==> src/rtl/alu_pipe.sv <==
// alu_pipe: two-stage pipelined ALU.
// Stage 1 captures the opcode and operands on an issue strobe.
// Stage 2 computes the result and registers it with the flags and a
// one-cycle valid strobe.
// Optional feature: define ALU_PIPE_STICKY_EN to enable the sticky
// overflow flag alu_ps_avs. Without it, alu_ps_avs reads 0 and
// ps_alu_stky_clr is ignored.
module alu_pipe #(
    parameter int DATA_WIDTH = 16
) (
    input  logic                  clk,
    input  logic                  reset,
    input  logic                  ps_alu_en,
    input  logic                  ps_alu_log,
    input  logic [1:0]            ps_alu_hc,
    input  logic [2:0]            ps_alu_sc,
    input  logic                  ps_alu_sat,
    input  logic [DATA_WIDTH-1:0] xb_dtx,
    input  logic [DATA_WIDTH-1:0] xb_dty,
    input  logic                  ps_alu_stky_clr,
    output logic [DATA_WIDTH-1:0] alu_xb_dt,
    output logic                  alu_xb_vld,
    output logic                  alu_ps_az,
    output logic                  alu_ps_an,
    output logic                  alu_ps_ac,
    output logic                  alu_ps_av,
    output logic                  alu_ps_avs
);
    localparam int W = DATA_WIDTH;

    // Opcode = {log, hc, sc}
    localparam logic [5:0] OP_ADD  = 6'b0_00_000;
    localparam logic [5:0] OP_SUB  = 6'b0_00_001;
    localparam logic [5:0] OP_ADC  = 6'b0_00_010;
    localparam logic [5:0] OP_SBC  = 6'b0_00_011;
    localparam logic [5:0] OP_COMP = 6'b0_00_101;
    localparam logic [5:0] OP_MIN  = 6'b0_01_001;
    localparam logic [5:0] OP_MAX  = 6'b0_01_011;
    localparam logic [5:0] OP_NEG  = 6'b0_10_001;
    localparam logic [5:0] OP_ABS  = 6'b0_11_001;
    localparam logic [5:0] OP_AND  = 6'b1_00_000;
    localparam logic [5:0] OP_OR   = 6'b1_00_001;
    localparam logic [5:0] OP_XOR  = 6'b1_00_010;
    localparam logic [5:0] OP_RAND = 6'b1_10_000;
    localparam logic [5:0] OP_ROR  = 6'b1_10_001;
    localparam logic [5:0] OP_NOT  = 6'b1_11_000;

    // Stage 1 registers
    logic         s1_vld_q;
    logic         s1_log_q;
    logic [1:0]   s1_hc_q;
    logic [2:0]   s1_sc_q;
    logic         s1_sat_q;
    logic [W-1:0] s1_x_q;
    logic [W-1:0] s1_y_q;

    // Stage 2 (output) registers and their next values
    logic [W-1:0] dt_q, dt_d;
    logic         az_q, az_d;
    logic         an_q, an_d;
    logic         ac_q, ac_d;
    logic         av_q, av_d;
    logic         vld_q;
    logic         avs_q;

    logic [5:0]   op;
    assign op = {s1_log_q, s1_hc_q, s1_sc_q};

    // Stage 1: capture the op on issue; unary ops leave Y untouched
    always_ff @(posedge clk or negedge reset) begin
        if (!reset) begin
            s1_vld_q <= 1'b0;
            s1_log_q <= 1'b0;
            s1_hc_q  <= 2'b00;
            s1_sc_q  <= 3'b000;
            s1_sat_q <= 1'b0;
            s1_x_q   <= '0;
            s1_y_q   <= '0;
        end else begin
            s1_vld_q <= ps_alu_en;
            if (ps_alu_en) begin
                s1_log_q <= ps_alu_log;
                s1_hc_q  <= ps_alu_hc;
                s1_sc_q  <= ps_alu_sc;
                s1_sat_q <= ps_alu_sat;
                s1_x_q   <= xb_dtx;
                if (!ps_alu_hc[1]) begin
                    s1_y_q <= xb_dty;
                end
            end
        end
    end

    // Shared adder: every arithmetic op is a + b + cin in W+1 bits
    logic [W-1:0] add_a;
    logic [W-1:0] add_b;
    logic         add_cin;
    logic [W:0]   add_sum;
    logic         add_cout;
    logic         add_cmsb;
    logic         add_ovf;
    logic         add_neg;
    logic [W-1:0] sat_val;
    logic         x_lt_y;

    // Adder operand selection: subtraction and negation use inverted
    // operands with carry-in; ADC/SBC take carry-in from the registered AC
    always_comb begin
        add_a   = s1_x_q;
        add_b   = s1_y_q;
        add_cin = 1'b0;
        case (op)
            OP_SUB: begin
                add_b   = ~s1_y_q;
                add_cin = 1'b1;
            end
            OP_ADC: begin
                add_cin = ac_q;
            end
            OP_SBC: begin
                add_b   = ~s1_y_q;
                add_cin = ac_q;
            end
            OP_NEG: begin
                add_a   = '0;
                add_b   = ~s1_x_q;
                add_cin = 1'b1;
            end
            OP_ABS: begin
                add_a   = '0;
                add_b   = s1_x_q[W-1] ? ~s1_x_q : s1_x_q;
                add_cin = s1_x_q[W-1];
            end
            default: begin
            end
        endcase
    end

    assign add_sum  = {1'b0, add_a} + {1'b0, add_b} + {{W{1'b0}}, add_cin};
    assign add_cout = add_sum[W];
    // Carry into the MSB recovered from the sum bit and the operand bits
    assign add_cmsb = add_sum[W-1] ^ add_a[W-1] ^ add_b[W-1];
    assign add_ovf  = add_cmsb ^ add_cout;
    // True sign: bit W of the sign-extended sum, which picks the clamp direction
    assign add_neg  = add_a[W-1] ^ add_b[W-1] ^ add_cout;
    assign sat_val  = add_neg ? {1'b1, {(W-1){1'b0}}} : {1'b0, {(W-1){1'b1}}};
    assign x_lt_y   = $signed(s1_x_q) < $signed(s1_y_q);

    // Stage 2 next state: result and flags; COMP only touches flags,
    // undefined codes hold everything
    always_comb begin
        logic [W-1:0] res;
        logic         has_res;
        logic         res_c;
        logic         res_v;
        res     = dt_q;
        has_res = 1'b0;
        res_c   = 1'b0;
        res_v   = 1'b0;
        dt_d    = dt_q;
        az_d    = az_q;
        an_d    = an_q;
        ac_d    = ac_q;
        av_d    = av_q;
        case (op)
            OP_ADD, OP_SUB, OP_ADC, OP_SBC, OP_NEG, OP_ABS: begin
                res     = (s1_sat_q && add_ovf) ? sat_val : add_sum[W-1:0];
                res_c   = add_cout;
                res_v   = add_ovf;
                has_res = 1'b1;
            end
            OP_MIN: begin
                res     = x_lt_y ? s1_x_q : s1_y_q;
                has_res = 1'b1;
            end
            OP_MAX: begin
                res     = x_lt_y ? s1_y_q : s1_x_q;
                has_res = 1'b1;
            end
            OP_AND: begin
                res     = s1_x_q & s1_y_q;
                has_res = 1'b1;
            end
            OP_OR: begin
                res     = s1_x_q | s1_y_q;
                has_res = 1'b1;
            end
            OP_XOR: begin
                res     = s1_x_q ^ s1_y_q;
                has_res = 1'b1;
            end
            OP_RAND: begin
                res     = {{(W-1){1'b0}}, &s1_x_q};
                has_res = 1'b1;
            end
            OP_ROR: begin
                res     = {{(W-1){1'b0}}, |s1_x_q};
                has_res = 1'b1;
            end
            OP_NOT: begin
                res     = ~s1_x_q;
                has_res = 1'b1;
            end
            OP_COMP: begin
                az_d = (s1_x_q == s1_y_q);
                an_d = x_lt_y;
                ac_d = 1'b0;
                av_d = 1'b0;
            end
            default: begin
            end
        endcase
        if (has_res) begin
            dt_d = res;
            az_d = (res == '0);
            an_d = res[W-1];
            ac_d = res_c;
            av_d = res_v;
        end
    end

    // Stage 2: retire the op held in stage 1
    always_ff @(posedge clk or negedge reset) begin
        if (!reset) begin
            dt_q  <= '0;
            az_q  <= 1'b0;
            an_q  <= 1'b0;
            ac_q  <= 1'b0;
            av_q  <= 1'b0;
            vld_q <= 1'b0;
        end else begin
            vld_q <= s1_vld_q;
            if (s1_vld_q) begin
                dt_q <= dt_d;
                az_q <= az_d;
                an_q <= an_d;
                ac_q <= ac_d;
                av_q <= av_d;
            end
        end
    end

`ifdef ALU_PIPE_STICKY_EN
    // Sticky overflow: set by any retire with AV=1, set beats clear
    always_ff @(posedge clk or negedge reset) begin
        if (!reset) begin
            avs_q <= 1'b0;
        end else if (s1_vld_q && av_d) begin
            avs_q <= 1'b1;
        end else if (ps_alu_stky_clr) begin
            avs_q <= 1'b0;
        end
    end
`else
    logic unused_stky_clr;
    assign unused_stky_clr = ps_alu_stky_clr;
    assign avs_q = 1'b0;
`endif

    assign alu_xb_dt  = dt_q;
    assign alu_xb_vld = vld_q;
    assign alu_ps_az  = az_q;
    assign alu_ps_an  = an_q;
    assign alu_ps_ac  = ac_q;
    assign alu_ps_av  = av_q;
    assign alu_ps_avs = avs_q;

endmodule

==> config.mk <==
export PLATFORM = sky130hd
export DESIGN_NAME = alu_pipe
export DESIGN_NICKNAME = d
export VERILOG_FILES = /design/src/rtl/alu_pipe.sv
export SDC_FILE = /design/constraint.sdc
export NUM_CORES = 1
export LEC_CHECK = 0
export CORE_MARGIN = 1
export CORE_UTILIZATION = 30
export DETAILED_ROUTE_END_ITERATION = 12
export GPL_TIMING_DRIVEN = 0
export PLACE_DENSITY = 0.47
export SLEW_MARGIN = 20
export SYNTH_ARGS = -nofsm -noshare
export SYNTH_HDL_FRONTEND = slang
export SYNTH_SLANG_ARGS = --single-unit
export TNS_END_PERCENT = 30
==> constraint.sdc <==
create_clock -name clk -period 7.2 [get_ports clk]
set_input_delay 1.8 -clock clk [delete_from_list [all_inputs] [get_ports clk]]
set_output_delay 1.8 -clock clk [all_outputs]
set_load 0.05 [all_outputs]
# --- Word level (Yosys, flattened, before mapping) ---
# Cells that the tools add are included.
totals:
  reg_bits: 61
  latchBits: 0
  ramBits: 0
  mem_bits_ro: 0
  input_bits: 43
  output_inout_bits: 22
  elab_cells: 76
  memories: 0
op_classes:
  add_sub_neg: 2
  mul: 0
  n_div: 0
  n_lt_le_gt_ge: 1
  eq_ne: 15
  shift: 0
  mux: 19
  bitwise: 11
  reduce_logical: 15
ops:
  columns: ["cell", "count"]
  rows:
  - ["$pmux 16 s9", 1]
  - ["$mux 16", 6]
  - ["$pmux 16 s3", 1]
  - ["$eq 6x6->1 const B", 6]
  - ["$not 16->16", 2]
  - ["$add 16x16->17", 1]
  - ["$add 17x1->17", 1]
  - ["$and 16x16->16", 1]
  - ["$eq 16x16->1", 1]
  - ["$logic_not 16->1", 1]
  - ["$lt 16x16->1", 1]
  - ["$or 16x16->16", 1]
  - ["$reduce_and 16->1", 1]
  - ["$reduce_or 16->1", 1]
  - ["$xor 16x16->16", 1]
  - ["$reduce_or 14->1", 1]
  - ["$eq 6x2->1 const B", 2]
  - ["$eq 6x4->1 const B", 2]
  - ["$eq 6x5->1 const B", 2]
  - ["$mux 1", 10]
  - ["$reduce_or 2->1", 4]
  - ["$eq 6x1->1 const B", 1]
  - ["$eq 6x3->1 const B", 1]
  - ["$logic_not 6->1", 1]
  - ["other kinds (7)", 13]

# --- Longest topological paths before layout ---
# Gate-level depths: netlist (run 1).
depth:
  word_depth: 13
  mapped_depth: 22
  depth_no_buf: 18

# --- Worst setup path after synthesis (run 1) ---
# Ideal clock, no wire load.
synth_path:
  path_kind: "register to register"
  start: "register s1_sc_q[1]"
  end: "register az_q, in the netlist alu_ps_az"
  setup_ns: 0.086
  arrival_ns: 4.922
  required_time_ns: 7.114
  slack_ns: 2.192
  stages_incl_launch_ff: 22
  path_buffers: 4
  synth_period_minus_slack_ns: 5.008
  path_cell_list: "dfrtp_1 buf_2 and3b_1 and2_1 clkbuf_1 buf_1 nor2_1 fa_1 inv_1 fa_1 nor2b_4 o31a_4 o311a_1 o2111ai_2 and3_4 xor3_2 buf_6 o21ai_2 o211ai_2 a2111oi_2 nand4_1 a32oi_1"
synth_via:
  elab_chain_len: 13
  elab_cells_between_ends: 40
  classes_between: "add/sub: 2; eq/ne: 14; mux: 8; bitwise: 5; reduce/logical: 11"
synth_rtl:
  columns: ["element", "line_no", "text"]
  rows:
  - ["start, declared", "52", "logic [2:0] s1_sc_q;"]
  - ["start signal, assigned", "84", "s1_sc_q <= ps_alu_sc;"]
  - ["$eq 6x1->1 (tied with other cells)", "112, 165", null]
  - ["$reduce_or 2->1 (no source line)", null, null]
  - ["$pmux 16 s3 or $mux 16 (tied branches)", "112", "case (op)"]
  - ["$add 16x16->17", "139", "assign add_sum = {1'b0, add_a} + {1'b0, add_b} + {{W{1'b0}}, add_cin};"]
  - ["$add 17x1->17", "139", null]
  - ["$xor 1x1->1 (2 in series)", "142", "assign add_cmsb = add_sum[W-1] ^ add_a[W-1] ^ add_b[W-1];"]
  - ["$xor 1x1->1", "143", "assign add_ovf = add_cmsb ^ add_cout;"]
  - ["$logic_and 1x1->1", "167", "res = (s1_sat_q && add_ovf) ? sat_val : add_sum[W-1:0];"]
  - ["$mux 16", "167", null]
  - ["$pmux 16 s9", "165", "case (op)"]
  - ["$logic_not 16->1", "215", "az_d = (res == '0);"]
  - ["$mux 1", "213", "if (has_res) begin"]
  - ["end signal, assigned", "235", "az_q <= az_d;"]
  - ["end, declared", "59", "logic az_q, az_d;"]
# Several ways; a longest one is shown, not always the timed one.
# A chain may end at the register's enable or synchronous reset.

# --- Final worst setup path (run 1) ---
# Same ends and word-level chain as after synthesis.

==> results of run 1 <==
## logic make-up (layout without fill, tap and decap cells)
| group | count (synthesis) | count (layout) | share of synthesized area |
|---|---|---|---|
| AOI/OAI and AO/OA | 206 | 206 | 0.249 |
| buffers and inverters | 81 | 159 | 0.0599 |
| muxes | 29 | 29 | 0.0532 |
| other | 1 | 1 | 0.000645 |
| xor gates and xnor gates | 30 | 30 | 0.0480 |
| DFF | 61 | 61 | 0.263 |
| and+or+nand+nor | 217 | 217 | 0.180 |
| adders and majority gates | 67 | 67 | 0.147 |
## flip-flops by register name, summed over array words and instances, names as in the netlist, 2 cells and up
signal,count
s1_sc_q,3
s1_hc_q,2
s1_y_q,16
s1_x_q,16
alu_xb_dt,16
## cells in the mapped netlist, drive strengths merged (3+ instances only)
master	instances
nand2	72
nor2	72
ha	65
dfrtp	61
o21ai	58
inv	44
a21oi	38
clkbuf	24
xnor2	22
o211ai	21
a221o	15
mux2	15
mux2i	14
buf	12
nor2b	12
nand3	9
nor3	9
nor4	9
o21a	8
a31oi	7
nand2b	7
nand4	7
xor2	7
a21o	6
o22ai	6
a211oi	5
a221oi	4
and3	4
o221ai	4
o31ai	4
or2	4
a22o	3
o211a	3
o311a	3
## how the worst min path moves through the flow
stage                         endpoint  slack (ps)
after CTS                 alu_xb_dt[3]         480
after floorplan             alu_xb_vld         420
after global placement    alu_xb_dt[3]         460
final                     alu_xb_dt[1]         470
after detailed placement  alu_xb_dt[3]         470
after global routing      alu_xb_dt[3]         500
## tightest hold or removal path, stage by stage, from the launching register on
cell and delay [ps]:
dfrtp_1 340, nand2_1 40, o21ai_0 60
## cells in the final DEF (no fill, tap or decap), types with 9 or more instances in the layout
master,instances
xnor2_1,22
ha_1,65
nand3_1,9
mux2i_1,14
mux2_2,15
a21oi_1,37
dfrtp_1,61
a221o_1,15
clkbuf_16,9
clkbuf_1,24
nand2_1,70
nor2_1,72
nor2b_1,11
clkdlybuf4s50_1,61
o21ai_0,53
inv_1,44
o211ai_1,20
## stage by stage
stage	hold slack, ps	power, W	cells	utilization
2_1_floorplan	419	0.00112	692	-
3_3_place_gp	461	0.00139	1014	0.359
3_5_place_dp	471	0.00140	1015	0.360
4_1_cts	483	0.00184	1030	0.375
5_1_grt	500	0.00194	1030	0.375
6_report	473	0.00183	1030	0.375
## area by class of cell
cell class / count / area [sq um]
well taps: 260 / 325
fillers: 1942 / 11800
repair buffers: 63 / 638
clock inverters: 6 / 55.1
plain buffers: 36 / 179
flip-flops and latches: 61 / 1530
multi-input cells: 550 / 3940
inverters: 45 / 169
clock buffers: 9 / 225
## routing by layer
layer,global-route usage,wire [um],up-vias
met3,0.0350,1070,19
met1,0.296,9890,2515
met5,0,0,-
met2,0.313,8470,166
li1,-,-,2644
met4,0.0652,350,0
## power groups by stage
stage	registers (W)	clock network (W)	logic [W]
floorplan	0.000627	0	0.000489
global route	0.000494	0.000454	0.000991
finish	0.000482	0.000432	0.000916
detailed placement	0.000489	0	0.000911
global placement	0.000486	0	0.000903
CTS	0.000482	0.000438	0.000916
==> results.py, run 1 <==
metrics = {
    "cts": {
        "postCtsSetupRepairBufs": 0,
        "worstSkewPairLatency_ps": 350,
        "cts_tree": "done",
        "clock_sinks": 61,
        "clock-root-buffer": "clkbuf_16",
        "clk_pin_slew_ps": 60,
        "ctsResizeCount": 0,
        "cts_buffers": 9,
        "h-tree-depth": 3,
        "clk_path_buf_depth": 2,
        "postCtsHoldBufs": 0,
    },
    "setup_path": {
        "cp-startpoint": "s1_sc_q[1]",
        "crit_type": "reg -> reg",
        "cp-start-kind": "register",
        "reg2reg_depth": 21,
        "endpoint": "alu_ps_az",
        "critical_path.max_stage_delay_ps": 480,
        "r2r_slack_ps": 1130,
        "rr_endpoint": "alu_ps_az",
        "path_cells": "buf_2 > and3b_1 > and2_1 > clkbuf_1 > buf_1 > nor2_1 > fa_1 > inv_1 > fa_1 > nor2b_4 > o31a_4 > o311a_1 > o2111ai_2 > and3_4 > xor3_2 > buf_6 > o21ai_2 > o221ai_1 > a221oi_1 > nand4_1 > a32oi_1",
        "critPathTopFamily": "compound AO/OA/AOI/OAI gates",
        "crit_path_frequent_cell": "fa_1",
        "cp_num_buf_inv": 5,
        "worstPathArrival_ps": 6320,
        "critPathRequiredTime_ps": 7460,
        "crit_path_top_delay_cell": "fa_1",
        "cp.depth": 21,
        "worstSetupEndpointType": "register",
        "crit_fanout": 10,
        "regToRegStartpoint": "s1_sc_q[1]",
    },
    "route": {
        "vias_per_cell": 5.19,
        "ant_nets": 0,
        "wl_per_cell_um": 19.2,
        "first_pass_iters": 5,
        "drt-total-wl_um": 19800,
        "num_vias": 5344,
        "drt-initial-drc-count": 435,
        "drc": 0,
    },
    "floorplanning": {
        "start_util": 0.309,
        "rows": 50,
        "core-area_sq_um": 18800,
        "die-area_sq_um": 19900,
        "die-width_um": 141,
        "die_h_um": 141,
        "ios": 65,
    },
    "yosys": {
        "synth_top_area_frac": 0.263,
        "synth_edf_count": 0,
        "yosysWarnings": 0,
        "ys_ff_latch": 61,
        "yosysSeqAreaShare": 0.263,
        "synth_nets": 802,
        "synth_area_sq_um": 5810,
        "yosysTopAreaCell": "dfrtp_1",
        "ys_types": 78,
        "synth_area_leaders": "dfrtp_1, ha_1, nor2_1",
        "postSynthCellCount": 692,
        "ys.flop_type": "dfrtp_1",
        "async_flop_share": 1.00,
        "avgSynthCellArea_sq_um": 8.40,
    },
    "placement": {
        "gp_congestion": 0.950,
        "portBuffers": 62,
        "place_ws_ps": 1160,
        "place_hpwl_um": 16100,
        "dpl-instance-area_sq_um": 6780,
    },
    "final_layout": {
        "nets": 876,
        "syn_to_final_growth_pct": 21.4,
        "diodes": 0,
        "drive_gt1_frac": 0.0870,
        "design_area_sq_um": 7060,
    },
    "run_status": {
        "status": "complete, no violations",
    },
    "power_and_ir_drop": {
        "p_int_w": 0.00103,
        "p_sw_w": 0.000798,
        "ir_drop_mv": 0.116,
        "clkPwrFrac": 0.236,
        "static-leakage-power_nw": 2.98,
        "switching_share": 0.436,
        "p_per_area_nw_per_um2": 259,
        "power_frac_comb": 0.501,
        "pwr-share-seq": 0.263,
    },
    "grt": {
        "grt_pass1_vias": 5186,
        "grt_pass1_wl_um": 30600,
        "grt_max_degree": 33,
        "overflow": 0,
        "gr-usage-all-layers": 0.206,
        "antenna_found_initial": 0,
    },
    "timing": {
        "slew_headroom": 0.238,
        "hold_viol_final": 0,
        "worstMarginPinSlew_ps": 1140,
        "worst_slack_ps": 1130,
        "timing.final.max_slew_violations": 0,
        "fin_crit_ps": 6070,
        "finClkSkew_ps": 8.32,
        "rsz0062_at_grt": "no",
        "fin_setup_tns_ps": 0,
        "fin_crit_sh": 0.843,
        "setup_viol": 0,
        "fmax_mhz": 165,
    },
    "min_path": {
        "holdPathStages": 2,
        "holdCritPathClass": "reg -> reg",
        "min_from": "alu_xb_dt[1]",
    },
    "run": {
        "maxCapViolCount": 0,
    },
}
Note: power is estimated with default switching activity, not from simulation.
==> run 2, diff against run 1 <==
- clock period: 7.2 -> 6.4 ns (I/O delays scaled with it)
==> results.py, run 2 (synthesis results as in run 1) <==
metrics = {
    "final_layout": {
        "final_cell_count_no_fill": 1030,
        "diodes": 0,
        "nets": 876,
        "regArea_sq_um": 1530,
        "multi_input_area_sq_um": 3940,
        "drive_gt1_frac": 0.0883,
        "syn_to_final_growth_pct": 21.4,
        "final_util": 0.375,
        "layout_common_cells": "nor2_1, nand2_1, ha_1",
        "layout_commonest_cell": "nor2_1",
        "fillers": 1942,
    },
    "cts": {
        "clock_sinks": 61,
        "clock-root-buffer": "clkbuf_16",
        "clk_path_buf_depth": 2,
        "h-tree-depth": 3,
        "cts_tree": "done",
        "clk_pin_slew_ps": 60,
        "worstSkewPairLatency_ps": 350,
        "cts_buffers": 9,
        "postCtsHoldBufs": 0,
    },
    "setup_path": {
        "cp-start-kind": "register",
        "crit_type": "reg -> reg",
        "critPathRequiredTime_ps": 6660,
        "worstPathArrival_ps": 6180,
        "worstSetupEndpointType": "register",
        "crit_fanout": 10,
    },
    "timing": {
        "rsz0062_at_grt": "no",
        "worstMarginPinSlew_ps": 1140,
        "fin_setup_tns_ps": 0,
        "setup_viol": 0,
        "slew_headroom": 0.238,
        "finClkSkew_ps": 8.08,
        "fmax_mhz": 169,
        "timing.final.max_slew_violations": 0,
        "fin_crit_ps": 5920,
        "hold_viol_final": 0,
        "fin_crit_sh": 0.925,
    },
    "route": {
        "drc": 0,
        "vias_per_cell": 5.21,
        "first_pass_iters": 5,
        "wl_per_cell_um": 19.2,
        "drt-initial-drc-count": 441,
        "drt-total-wl_um": 19800,
        "num_vias": 5363,
        "ant_nets": 0,
    },
    "floorplanning": {
        "rows": 50,
        "core-area_sq_um": 18800,
        "start_util": 0.309,
        "die-area_sq_um": 19900,
        "ios": 65,
        "die_h_um": 141,
        "die-width_um": 141,
    },
    "power_and_ir_drop": {
        "p_int_w": 0.00116,
        "ir_drop_mv": 0.130,
        "p_sw_w": 0.000898,
        "switching_share": 0.436,
        "clkPwrFrac": 0.236,
        "power_frac_comb": 0.500,
        "p_total_w": 0.00206,
        "static-leakage-power_nw": 2.98,
        "pwr-share-seq": 0.263,
        "p_per_area_nw_per_um2": 292,
    },
    "grt": {
        "grt_pass1_vias": 5186,
        "antenna_found_initial": 0,
        "overflow": 0,
        "grt_pass1_wl_um": 30600,
        "gr-usage-all-layers": 0.206,
        "grt_max_degree": 33,
    },
    "placement": {
        "dp_cells": 1015,
        "place_hpwl_um": 16100,
        "portBuffers": 62,
        "gp_congestion": 0.950,
    },
    "min_path": {
        "holdCritPathClass": "reg -> reg",
    },
    "run": {
        "maxCapViolCount": 0,
    },
    "run_status": {
        "status": "complete, no violations",
    },
}
==> run 2: final cells by class <==
class | count | share of cell area
clock buffers | 9 | 0.0319
flip-flops and latches | 61 | 0.216
clock inverters | 6 | 0.00780
multi-input cells | 550 | 0.558
well taps | 260 | 0.0461
inverters | 45 | 0.0239
repair buffers | 63 | 0.0904
plain buffers | 36 | 0.0255
==> run 2: through the flow <==
stage                     worst slack [ps]  cell area [sq um]  hold WS (ps)
final                                  482               7060           473
after global routing                  33.8               7060           500
after CTS                              322               7060           483
after detailed placement               361               6780           471
after global placement                 391               6760           461
after floorplan                       1390               5810           419
==> run 2: layer usage <==
layer	vias up	share of wire	GRT usage
met1	2534	0.50	0.296
met3	19	0.052	0.0350
met4	0	0.018	0.0652
met5	-	0	0
li1	2646	-	-
met2	164	0.43	0.313
==> run 2: path summary, 6_finish.rpt <==
check	startpoint	end	slack, ps	cells past startpoint
max reg2reg	s1_sc_q[1]	alu_ps_az	480	21
min reg2reg	alu_xb_dt[1]	alu_xb_dt[1]	470	2
min	alu_xb_dt[1]	alu_xb_dt[1]	470	2
max in group asynchronous	reset	alu_xb_dt[4]	4680	2
min in group asynchronous	reset	s1_x_q[0]	1190	1
max	s1_sc_q[1]	alu_ps_az	480	21
==> run 2: power by group through the flow <==
stage / clock (W) / sequential, W / combinational, W
CTS: 0.000493 / 0.000543 / 0.00103
global placement: 0 / 0.000547 / 0.00102
finish: 0.000487 / 0.000543 / 0.00103
global route: 0.000511 / 0.000555 / 0.00111
detailed placement: 0 / 0.000550 / 0.00102
floorplan: 0 / 0.000705 / 0.000550
==> run 2: worst max-delay path, cell delays in order (launching register included) <==
cell,delay [ps]
dfrtp_1,350
buf_2,180
and3b_1,310
and2_1,200
clkbuf_1,390
clkbuf_2,310
nor2_1,90
fa_1,470
inv_1,90
fa_1,240
nor2b_4,60
o31a_4,290
o311a_1,370
o2111ai_2,260
and3_4,260
xor3_2,360
buf_6,170
o21ai_2,390
o221ai_1,340
a221oi_1,370
nand4_1,150
a32oi_1,170
==> run 2: what timing repair did <==
action	CTS	global route
buffers inserted	0	0
hold endpoints to repair	0	0
gates resized for setup	0	1
endpoints found under the setup margin	0	1
==> RTL edit 1 (config.mk and constraints of run 2) <==
Add an input register stage for `ps_alu_sat`, cleared by the reset; this delays it by one clock. The other inputs are not delayed to match.
--- a/src/rtl/alu_pipe.sv
+++ b/src/rtl/alu_pipe.sv
@@ -45,6 +45,16 @@
     localparam logic [5:0] OP_ROR  = 6'b1_10_001;
     localparam logic [5:0] OP_NOT  = 6'b1_11_000;
 
+    logic ps_alu_sat_q;
+
+    always_ff @(posedge clk or negedge reset) begin
+        if (!reset) begin
+            ps_alu_sat_q <= '0;
+        end else begin
+            ps_alu_sat_q <= ps_alu_sat;
+        end
+    end
+
     // Stage 1 registers
     logic         s1_vld_q;
     logic         s1_log_q;
@@ -82,7 +92,7 @@
                 s1_log_q <= ps_alu_log;
                 s1_hc_q  <= ps_alu_hc;
                 s1_sc_q  <= ps_alu_sc;
-                s1_sat_q <= ps_alu_sat;
+                s1_sat_q <= ps_alu_sat_q;
                 s1_x_q   <= xb_dtx;
                 if (!ps_alu_hc[1]) begin
                     s1_y_q <= xb_dty;
Check against the original RTL: not equivalent (Yosys sat finds a counterexample within 4 cycles, from zero or initial values and one cycle with reset low).
==> RTL edit 1 against run 2 <==
Setup slack got worse by 0.14 ns. Total power rose by 0.47%. Sequential power up 2%. Wire length up 6.8%. Core utilization rose by 0.16 points. Sequential cell count rose by 1. Design area increased by 0.43%. Clock skew is 0.0031 ns lower. Count of clock-buffer cells in the layout increased by 4. Area after synthesis is 0.11% lower. Critical endpoint unchanged.
==> RTL edit 1: results (changes against run 2) <==
Finish
  – Multi-input gates: 568 (+3.3%)
  – Nets: 898 (+2.5%)
  – Clock-cell share: 0.04096 (+0.001244)
  – # fillers: 1953 (+0.57%)
  – Nonclk buf count: 104 (+5.1%)
  – Share of layout cells above drive strength 1: 0.06321 (-0.02510)
  – Sequential share of cell area: 0.2189 (+0.002615)
  – Inverters: 43 (-4.4%)
  – Seq cells: 62 (+1.6%)
  – Multi-input logic area: 3925 sq um (-0.32%)
  – Cell area after layout: 7087 sq um (+0.43%)
  – Fraction of area in non-clock buffers: 0.1176 (+0.001627)

Logic synthesis
  – Post-synth top cells: nand2_1 (76), o21ai_0 (75), nor2_1 (72)
  – Mapped Cells: 713 (+3.0%)
  – Synth area leaders: dfrtp_1 (27%), ha_1 (14%), o21ai_0 (6.5%)
  – Post-synth cell types: 80 (+2.6%)
  – Synthesized Nets: 823 (+2.6%)
  – Yosys top cell area share: 0.2672 (+0.004593)
  – Seq/Total Area, Yosys: 0.2672 (+0.004593)

Status
  – Status: complete, no violations

Global routing
  – Gr usage total: 0.2195 (+0.01309)
  – Vias in the first global route: 5372 (+3.6%)
  – Met1 usage: 0.3010 (+0.005431)
  – Total gr overflow: 0 (unchanged)
  – M2 GR Usage: 0.3528 (+0.03960)
  – Met3 usage: 0.02887 (-0.006114)

Place
  – Hpwl dp: 17.20 mm (+6.7%)
  – Pre-CTS WS: -0.03301 ns (-0.3939 ns)
  – Area after DPL: 6777 sq um (about the same)
  – Placed cells: 1036 (+2.1%)

Timing
  – Layout Skew: 0.004967 ns (-0.003116 ns)

Critical path
  – Arrival time at the worst endpoint: 6.32 ns (+0.14 ns)
  – Kind of cell adding the most delay to the critical path: simple AND/OR/NAND/NOR gates
  – CP max stage cell: or4b_1

Power
  – Pleak: 2.941 nW (-1.4%)
  – Clock-net power: 503 uW (+3%)
  – Psw: 907.4 uW (+1.0%)
  – PwrDens: 292.0 nW/um^2 (about the same)
  – Worst vdd ir: 0.1390 mV (+6.6%)

Routing
  – Via Count: 5643 (+5.2%)
  – DR WL/cell: 20.13 um (+4.7%)
  – Vias per cell: 5.369 (+3.1%)
  – Met3 WL: 977 um (-4.9%)
  – Met2 Wirelength: 9.646 mm (+14%)
  – WL met1: 10.09 mm (+1.4%)
  – DRT iter0 DRCs: 435 (-1.4%)

Clock network
  – Post-CTS resize count: 1 (+1)
  – Clock buffer depth: 2 (unchanged)
[RTL edit 1: cells by family (layout without fill, tap and decap cells)]
group                      after synthesis  count (layout)  share of synthesized area
other                                    1               1                  0.0006459
xor gates and xnor gates                28              28                    0.04547
muxes                                   15              15                    0.02888
adders and majority gates               67              67                     0.1470
and+or+nand+nor                        230             230                     0.1851
buffers and inverters                   83             161                    0.05862
AOI/OAI and AO/OA                      227             227                     0.2670
DFF                                     62              62                     0.2672
[RTL edit 1: final timing paths]
kind	startpoint	end	slack (ns)	cells past startpoint
setup / recovery	s1_sc_q[0]	alu_ps_az	0.34	21
hold / removal	ps_alu_sat_q	s1_sat_q	0.45	2
setup reg to reg	s1_sc_q[0]	alu_ps_az	0.34	21
hold reg to reg	ps_alu_sat_q	s1_sat_q	0.45	2
max in group asynchronous	reset	s1_x_q[9]	4.74	2
min in group asynchronous	reset	alu_ps_av	1.13	1
==> RTL edit 2 (settings of run 2) <==
Without the edit above. Build with the macro `ALU_PIPE_STICKY_EN` defined.
--- a/src/rtl/alu_pipe.sv
+++ b/src/rtl/alu_pipe.sv
@@ -5,6 +5,8 @@
 // Optional feature: define ALU_PIPE_STICKY_EN to enable the sticky
 // overflow flag alu_ps_avs. Without it, alu_ps_avs reads 0 and
 // ps_alu_stky_clr is ignored.
+`define ALU_PIPE_STICKY_EN
+
 module alu_pipe #(
     parameter int DATA_WIDTH = 16
 ) (
Formal check against the unedited RTL: not equivalent (a bounded check fails within 4 cycles, from zero or initial values and one cycle with reset low).
==> RTL edit 2 against run 2 <==
Clock skew barely moved. Wire length rose by 2.4%. Total power up 6.3%. Sequential cell count up 1. Maximum frequency is 0.31% lower. Area after synthesis fell by 1.0%. Combinational power rose by 8%. Final cell count down 3.6%. Setup slack worse by 0.019 ns. Design area is 0.66% lower. Global-route usage rose by 0.61 points.
==> RTL edit 2: results (changes against run 2) <==
Status
  – Status: complete, no violations

Timing
  – Max-Slew Margin vs Limit: 0.2543 (+0.01635)
  – Layout Skew: 0.008183 ns (+0.00009978 ns)

Logic synthesis
  – Async SR Flop Fraction: 1.000 (unchanged)
  – Post-synth top cells: o21ai_0 (78), nand2_1 (68), ha_1 (65)
  – Synthesized Nets: 789 (-1.6%)
  – YS warnings: 0 (unchanged)
  – Seq/Total Area, Yosys: 0.2697 (+0.007034)
  – Post-synth cell types: 69 (-12%)
  – Flops & latches, synth: 62 (+1.6%)
  – Synth area leaders: dfrtp_1 (27%), ha_1 (14%), o21ai_0 (6.8%)

Critical path
  – CP max FO: 10 (unchanged)
  – Max stage delay on crit path: 0.64 ns (+0.17 ns)
  – Arrival time at the worst endpoint: 6.16 ns (-0.02 ns)
  – Worst R2R Start: s1_sc_q[1]
  – CP max stage cell: clkbuf_1
  – R2r setup slk: 0.46 ns (-0.02 ns)
  – Worst reg2reg path depth: 21 (unchanged)
  – RR Endpoint: alu_ps_az

Finish
  – Nonclk buf count: 98 (-1.0%)
  – Clock-cell share: 0.04319 (+0.003475)
  – Inverters: 47 (+4.4%)
  – Multi-input gate share of total cell area: 0.5524 (-0.005597)
  – Share of layout cells above drive strength 1: 0.08300 (-0.005308)
  – Nets: 864 (-1.4%)
  – CLK BUF: 13 (+4)
  – Diodes inserted: 0 (unchanged)
  – # fillers: 1949 (+0.36%)
  – Top cell category: multi-input gates
  – Multi-input gates: 536 (-2.5%)
  – Sequential share of cell area: 0.2213 (+0.004999)
  – Fraction of area in non-clock buffers: 0.1162 (+0.0002303)

Hold path
  – Hold Crit Depth: 0 (-2)
  – Min-delay worst type: flop to flop
  – Worst Hold Endpoint: alu_xb_vld
  – HP Start: s1_vld_q

Clock network
  – CTS clk-pin slew, worst paths: 0.06 ns (about the same)
  – Worst skew pair latency: 0.34 ns
  – Post-CTS Setup Bufs: 0 (unchanged)
  – Total CTS buffers: 9 (unchanged)
  – Clock buffer depth: 2 (unchanged)
  – # H-tree levels: 3 (unchanged)

Global routing
  – Global-route wire length before repair: 31.62 mm (+3.3%)
  – Initial antenna violation count: 0 (unchanged)
  – Vias in the first global route: 5383 (+3.8%)
  – Largest net degree at the start of global routing: 33 (unchanged)
  – Gr usage total: 0.2125 (+0.006132)

Place
  – Pre-CTS WS: 0.008141 ns (-0.3528 ns)
  – IO buf count: 64 (+3.2%)
  – Placer congestion estimate: 0.9079 (-4.5%)
  – Hpwl dp: 16.42 mm (+1.8%)

Routing
  – Drt drc: 0 (unchanged)
  – DR WL/cell: 20.43 um (+6.2%)
  – Vias per cell: 5.482 (+5.3%)
  – DRT iter0 DRCs: 388 (-12%)

Power
  – Pleak: 2.934 nW (-1.6%)
  – Worst vdd ir: 0.1349 mV (+3.4%)
  – Net Sw Frac: 0.4407 (+0.004610)
==> RTL edit 2: changes by cell type after synthesis, sizes merged, moves of 7 or more <==
| cell | delta |
|---|---|
| a221o | -15 |
| mux2i | +15 |
| o21ai | +21 |
| a21oi | -14 |
| o22a | +8 |
| o22ai | +7 |
| nor2 | -9 |
| o211ai | -17 |
| a221oi | +12 |
| a211oi | +7 |
| xnor2 | -11 |
==> RTL edit 2: per-stage QoR <==
step / TNS [ns] / instances / hold slack [ns] / area, sq um
after global placement: -0.0006004 / 977 / 0.4637 / 6686
after global routing: 0 / 993 / 0.5021 / 7010
after detailed placement: 0 / 978 / 0.4699 / 6704
after CTS: 0 / 994 / 0.4824 / 7007
final: 0 / 993 / 0.4776 / 7010
after floorplan: 0 / 679 / 0.4140 / 5753
==> RTL edit 2: worst max-delay path by stage <==
stage,start,slack (ns),depth (start not counted),end
after floorplan,s1_hc_q[1],1.41,21,alu_ps_az
after global placement,s1_sc_q[1],-0.0006,21,alu_ps_az
after detailed placement,s1_sc_q[1],0.008,21,alu_ps_az
after CTS,s1_sc_q[1],0.20,21,alu_ps_az
after global routing,s1_sc_q[1],0.09,20,alu_ps_az
final,s1_sc_q[1],0.46,21,alu_ps_az
==> RTL edit 2: kinds of logic (layout without fill, tap and decap cells) <==
| kind of cell | count (synthesis) | after routing | synth area share |
|---|---|---|---|
| xor gates and xnor gates | 17 | 17 | 0.03045 |
| buffers and inverters | 81 | 161 | 0.05807 |
| muxes | 43 | 43 | 0.07786 |
| DFF | 62 | 62 | 0.2697 |
| and+or+nand+nor | 192 | 192 | 0.1555 |
| AOI/OAI and AO/OA | 217 | 217 | 0.2601 |
| adders and majority gates | 67 | 67 | 0.1483 |
==> RTL edit 2: power groups by stage <==
| stage | clock [mW] | sequential, mW | combinational (mW) |
|---|---|---|---|
| after floorplan | 0 | 0.744 | 0.585 |
| after global placement | 0 | 0.571 | 1.09 |
| after detailed placement | 0 | 0.576 | 1.10 |
| after CTS | 0.523 | 0.568 | 1.10 |
| after global routing | 0.544 | 0.584 | 1.20 |
| final | 0.513 | 0.570 | 1.11 |
==> RTL edit 2: repair_timing <==
| item | in CTS | in global routing |
|---|---|---|
| setup endpoints to repair | 1 | 1 |
| gates resized for setup | 1 | 5 |
| hold endpoints to repair | 0 | 0 |
==> RTL edit 2: routing by layer <==
layer,wire length [um],track usage,up-vias
li1,-,-,2632
met1,9675,0.2901,2616
met2,9118,0.3437,173
met3,1098,0.02974,23
met4,394,0.07151,0
met5,0,0,-
==> RTL edit 2: worst max-delay path, delay by kind of cell (launching register included) <==
kind	cells	cell delay, ns
AO/OA/AOI/OAI	9	2.35
XOR/XNOR	2	0.63
adder cells (fa/ha/maj)	2	0.67
buffers and inverters	4	1.40
flip-flops	1	0.32
AND/OR/NAND/NOR	4	0.46
